===== config.mk =====
export PLATFORM = sky130hd
export DESIGN_NAME = muldiv_seq
export DESIGN_NICKNAME = d
export VERILOG_FILES = /design/src/rtl/muldiv_seq_pkg.sv /design/src/rtl/muldiv_step.sv /design/src/rtl/muldiv_seq.sv
export SDC_FILE = /design/constraint.sdc
export NUM_CORES = 1
export LEC_CHECK = 0
export CAP_MARGIN = 20
export CORE_MARGIN = 2
export CORE_UTILIZATION = 40
export DETAILED_ROUTE_END_ITERATION = 8
export SYNTH_ARGS = -nofsm -noshare
export SYNTH_HDL_FRONTEND = slang
export SYNTH_SLANG_ARGS = --single-unit

===== constraint.sdc =====
create_clock -name clk -period 4.05 [get_ports clk]
set_clock_uncertainty 0.1 [all_clocks]
set_input_delay 1.215 -clock clk [delete_from_list [all_inputs] [get_ports clk]]
set_output_delay 1.215 -clock clk [all_outputs]
set_load 0.01 [all_outputs]

===== src/rtl/muldiv_seq_pkg.sv =====
// Shared definitions for the sequential multiply/divide unit: op and FSM
// encodings, iteration count and a small sign-magnitude helper.
package muldiv_seq_pkg;

  typedef enum logic [1:0] {
    OP_MULT  = 2'b00,
    OP_MULTU = 2'b01,
    OP_DIV   = 2'b10,
    OP_DIVU  = 2'b11
  } op_e;

  typedef enum logic [2:0] {
    IDLE = 3'd0,
    PREP = 3'd1,
    ITER = 3'd2,
    FIX  = 3'd3,
    DONE = 3'd4
  } state_e;

  localparam int unsigned ITER_COUNT = 32;
  localparam logic [5:0]  ITER_LAST  = 6'(ITER_COUNT - 1);

  // Bit 1 of the op selects divide, bit 0 selects unsigned.
  function automatic logic op_is_div(input op_e o);
    return o[1];
  endfunction

  function automatic logic [31:0] mag32(input logic [31:0] v, input logic neg);
    return neg ? (32'd0 - v) : v;
  endfunction

endpackage


===== src/rtl/muldiv_step.sv =====
// One radix-2 iteration: shift-add multiply or restoring shift-subtract divide.
// Purely combinational; the caller registers the returned accumulator.
module muldiv_step (
  input  logic [63:0] acc,
  input  logic [31:0] operand,
  input  logic        div_mode,
  output logic [63:0] acc_next
);

  logic [32:0] sum;
  logic [32:0] rem_sh;
  logic [32:0] diff;

  always_comb begin
    sum      = {1'b0, acc[63:32]} + (acc[0] ? {1'b0, operand} : 33'd0);
    rem_sh   = acc[63:31];
    diff     = rem_sh - {1'b0, operand};
    acc_next = {sum, acc[31:1]};
    // Divide: {remainder, dividend} shifts left; quotient bits fill from the right.
    if (div_mode) begin
      if (rem_sh >= {1'b0, operand}) begin
        acc_next = {diff[31:0], acc[30:0], 1'b1};
      end else begin
        acc_next = {acc[62:0], 1'b0};
      end
    end
  end

endmodule


===== src/rtl/muldiv_seq.sv =====
// Sequential 32x32 multiply / 32/32 divide with HI/LO result registers.
// Fixed 35-cycle latency (2 on divide-by-zero); stalls IF/ID on HI/LO reads or new starts while busy.
module muldiv_seq
  import muldiv_seq_pkg::*;
(
  input  logic        clk,
  input  logic        reset,
  input  logic        start,
  input  logic [1:0]  op,
  input  logic [31:0] rs_val,
  input  logic [31:0] rt_val,
  input  logic        rd_hi,
  input  logic        rd_lo,
  output logic [31:0] hi,
  output logic [31:0] lo,
  output logic        busy,
  output logic        done,
  output logic        div_by_zero,
  output logic        stall
);

  state_e      state, state_nx;
  op_e         op_q;
  logic [31:0] rs_q, rt_q, operand_q;
  logic [63:0] acc, acc_step;
  logic [5:0]  cnt;
  logic        neg_lo, neg_hi, dbz_q;

  logic        signed_op, rs_neg, rt_neg, rt_zero;
  logic [31:0] mag_rs, mag_rt;
  logic [63:0] prod_fix;
  logic [31:0] quo_fix, rem_fix;

  muldiv_step u_step (
    .acc      (acc),
    .operand  (operand_q),
    .div_mode (op_is_div(op_q)),
    .acc_next (acc_step)
  );

  always_comb begin
    signed_op = ~op_q[0];
    rs_neg    = signed_op & rs_q[31];
    rt_neg    = signed_op & rt_q[31];
    rt_zero   = (rt_q == 32'd0);
    mag_rs    = mag32(rs_q, rs_neg);
    mag_rt    = mag32(rt_q, rt_neg);
    // neg_lo covers both product sign and quotient sign; remainder follows the dividend.
    prod_fix  = neg_lo ? (64'd0 - acc) : acc;
    quo_fix   = mag32(acc[31:0], neg_lo);
    rem_fix   = mag32(acc[63:32], neg_hi);
  end

  always_comb begin
    state_nx = state;
    case (state)
      IDLE: if (start) state_nx = PREP;
      PREP: state_nx = (op_is_div(op_q) && rt_zero) ? DONE : ITER;
      ITER: if (cnt == ITER_LAST) state_nx = FIX;
      FIX:  state_nx = DONE;
      DONE: state_nx = IDLE;
      default: state_nx = IDLE;
    endcase
  end

  always_comb begin
    busy        = (state == PREP) || (state == ITER) || (state == FIX);
    done        = (state == DONE);
    div_by_zero = done & dbz_q;
    stall       = busy & (rd_hi | rd_lo | start);
  end

  always_ff @(posedge clk) begin
    if (reset) begin
      state     <= IDLE;
      op_q      <= OP_MULT;
      rs_q      <= 32'd0;
      rt_q      <= 32'd0;
      operand_q <= 32'd0;
      acc       <= 64'd0;
      cnt       <= 6'd0;
      neg_lo    <= 1'b0;
      neg_hi    <= 1'b0;
      dbz_q     <= 1'b0;
      hi        <= 32'd0;
      lo        <= 32'd0;
    end else begin
      state <= state_nx;
      case (state)
        IDLE: begin
          if (start) begin
            op_q <= op_e'(op);
            rs_q <= rs_val;
            rt_q <= rt_val;
          end
        end
        PREP: begin
          // Multiply keeps the multiplier in the low word; divide keeps the dividend there.
          acc       <= {32'd0, op_is_div(op_q) ? mag_rs : mag_rt};
          operand_q <= op_is_div(op_q) ? mag_rt : mag_rs;
          neg_lo    <= rs_neg ^ rt_neg;
          neg_hi    <= rs_neg;
          dbz_q     <= op_is_div(op_q) && rt_zero;
          cnt       <= 6'd0;
        end
        ITER: begin
          acc <= acc_step;
          cnt <= (cnt == ITER_LAST) ? 6'd0 : cnt + 6'd1;
        end
        FIX: begin
          if (op_is_div(op_q)) begin
            hi <= rem_fix;
            lo <= quo_fix;
          end else begin
            hi <= prod_fix[63:32];
            lo <= prod_fix[31:0];
          end
        end
        default: ;
      endcase
    end
  end

endmodule

==> flow_metrics.py <==
metrics = {
    "status": {
        "status": "finished clean",
    },
    "synthesis": {
        "ys_warn_count": 0,
        "synthCells": 2187,
        "yosys.area_share.simple_pct": 22.07,
        "synth_fa_ha_area_share_pct": 5.601,
        "synth_compound_area_share_pct": 25.94,
        "synth_cell_types": 80,
        "synth_top_family_by_area": "compound AO/OA/AOI/OAI gates",
        "ys_async_sr_fraction_pct": 0,
        "synth.avg_cell_area_um2": 7.375,
        "ys_seq_area_share_pct": 29.54,
        "synth_area_mm2": 0.01613,
        "yosys.area.top_type_share_pct": 29.54,
        "yosys.area.top_type": "dfxtp_1",
        "synthMuxAreaShare_pct": 2.979,
        "synthFlopType": "dfxtp_1",
        "synth_nets": 2329,
        "synth_edf_count": 0,
        "synth.area.top_cells": "dfxtp_1 (30%), a21oi_1 (8.4%), nand2_1 (7.8%)",
        "ys_ff_latch": 238,
        "synthXorXnorAreaFrac_pct": 8.580,
    },
    "global_route": {
        "grt.busiest_layer": "met2",
        "track_usage_pct": 25.43,
        "met1_usage_pct": 34.42,
        "grtUsageMet3_pct": 3.054,
        "grt_pass1_wl_um": 85070,
        "grtUsageMet2_pct": 41.57,
        "grt_pass1_vias": 15060,
        "grt_remaining_overflow": 0,
        "grt_max_degree": 72,
        "grt_antenna_before_repair": 0,
    },
    "cts": {
        "htree_levels": 1,
        "postCtsSetupRepairBufs": 0,
        "clockRootBuffer": "clkbuf_16",
        "clockBufferDepth": 3,
        "cts_resized": 0,
        "cts_tree": "done",
        "numCtsBuffers": 28,
        "ctsHoldBuffers": 0,
        "cts_sinks": 238,
        "insertion_delay_ns": 0.58,
        "clkTransAtPathRegs_ns": 0.06,
    },
    "timing": {
        "fin_crit_sh_pct": 93.13,
        "fin_crit_ns": 3.772,
        "worstMarginPinSlew_ns": 1.124,
        "maxSlewHeadroom_pct": 24.71,
        "timing.final.max_slew_violations": 0,
        "timing.fmax_mhz": 265.1,
        "hold_viol": 0,
        "setup_violations": 0,
        "rsz0062_at_grt": "no",
        "setup_tns_ns": 0,
    },
    "placed_design": {
        "dpl.cell_count": 2767,
        "gp_congestion": 0.9519,
        "numPortBuffers": 138,
        "place_area_mm2": 0.01806,
        "place_hpwl_um": 40720,
    },
    "drt": {
        "drtIter0Drc": 1044,
        "dr.pass1.iters": 5,
        "vias": 16000,
        "vias_per_cell": 5.677,
        "drc": 0,
        "ant_nets": 0,
        "wl_per_cell_um": 19.04,
        "wirelength_um": 53670,
    },
    "floorplan": {
        "core-area_mm2": 0.03973,
        "die_h_um": 204.8,
        "rows": 73,
        "die_area_mm2": 0.04195,
        "initial_core_util_pct": 40.60,
        "ios": 139,
        "die_w_um": 204.8,
    },
    "critical_path": {
        "cp-end-kind": "primary output",
        "r2r_slack_ns": 0.54,
        "start_kind": "primary input",
        "crit_type": "primary input to primary output",
        "required_ns": 2.73,
        "critPathArrivalTime_ns": 2.46,
        "worstPathMaxFanout": 4,
        "startpoint": "start",
        "reg2reg_from": "acc[31]$_SDFFE_PP0P_",
    },
    "power": {
        "leakagePower_nw": 7.336,
        "power_w": 0.007584,
        "p_per_area_mw_per_mm2": 398.4,
        "irDropWorstVdd_uv": 393.7,
    },
    "job": {
        "maxCapViolations": 0,
    },
    "final_layout": {
        "antenna_cells": 0,
        "layout.nets": 2414,
        "n_fill_cell": 4001,
        "syn_to_final_growth_pct": 18.01,
        "layout-drive-gt1-share_pct": 6.539,
        "stdcell_count": 2819,
        "fin_area_mm2": 0.01903,
    },
    "min_path": {
        "worstHoldStart": "hi[21]$_SDFFE_PP0P_",
        "hp-class": "flip-flop to flip-flop",
    },
}
## cells in the mapped netlist (40+ instances only)
| cell type | n |
|---|---|
| inv_1 | 58 |
| xor2_1 | 99 |
| o211ai_1 | 40 |
| clkbuf_1 | 115 |
| nand2_1 | 334 |
| dfxtp_1 | 238 |
| a21oi_1 | 272 |
| nor2_1 | 231 |
| o21ai_0 | 119 |
| ha_1 | 69 |
| a211oi_1 | 53 |
| xnor2_1 | 59 |
## sequential cells by signal, indices dropped and copies added (netlist names)
name	cells
acc	64
cnt	6
dbz_q	1
hi	32
lo	32
neg_hi	1
neg_lo	1
op_q	2
operand_q	32
rs_q	32
rt_q	32
state	3
## cells in the final DEF (no fill, tap or decap), types with 18 or more instances in the layout
master,count
a211oi_1,53
a21o_1,24
a21oi_1,272
a221oi_1,18
a22oi_1,21
a31oi_1,18
buf_4,57
clkbuf_16,28
clkdlybuf4s50_1,137
dfxtp_1,237
ha_1,69
inv_1,58
mux2i_1,39
nand2_1,334
nand3_1,29
nor2_1,229
nor3_1,38
o211ai_1,40
o21ai_0,119
o31ai_1,22
or3_1,24
xnor2_1,59
xor2_1,99
## report_power, final
part / switching [W] / internal [W] / total (W) / leakage, nW
Combinational: 0.00144 / 0.000881 / 0.00232 / 4.93
Clock: 0.00111 / 0.00154 / 0.00265 / 0.473
Sequential: 0.000154 / 0.00246 / 0.00261 / 1.93
Total: 0.00270 / 0.00488 / 0.00758 / 7.34
## metrics by stage
stage | worst slack, ns | hold WS [ns] | utilization [%]
after floorplan | 0.9490 | 0.3319 | -
after global placement | 0.2702 | 0.3417 | 45.46
after detailed placement | 0.2768 | 0.3440 | 45.46
after CTS | 0.2722 | 0.3528 | 47.91
after global routing | 0.2278 | 0.3703 | 47.91
final | 0.2783 | 0.3479 | 47.91
## path summary, 6_finish.rpt
check / to / cells past startpoint
worst max-delay path: stall / 3
worst min-delay path: hi[21]$_SDFFE_PP0P_ / 2
worst max register to register: acc[60]$_SDFFE_PP0P_ / 13
worst min register to register: hi[21]$_SDFFE_PP0P_ / 2
## worst max-delay path, cell delays in order
cell and delay, ns:
clkdlybuf4s50_1 0.45, o31a_1 0.31, clkdlybuf4s50_1 0.48
## cell families (layout without fill, tap and decap cells)
| group | count (synthesis) | count (layout) |
|---|---|---|
| xor gates and xnor gates | 158 | 158 |
| buffers and inverters | 202 | 309 |
| adders and majority gates | 71 | 71 |
| muxes | 47 | 47 |
| and+or+nand+nor | 793 | 793 |
| DFF | 238 | 238 |
| AOI/OAI and AO/OA | 678 | 678 |
## area by class of cell
class,instances,area (um^2),area share (%)
Multi-Input combinational cell,1747,10550,55.41
Sequential cell,238,4768,25.05
Timing Repair Buffer,198,1871,9.827
Clock buffer,38,808.3,4.246
Tap cell,525,656.9,3.451
Inverter,59,221.5,1.163
Clock inverter,14,162.7,0.8545
## per-layer routing
layer,vias up,share of wire [%]
li1,7984,-
met3,88,5.2
met4,0,3.5
met5,-,0
met1,7466,46
met2,466,46
Power figures use the tool's default switching activity.
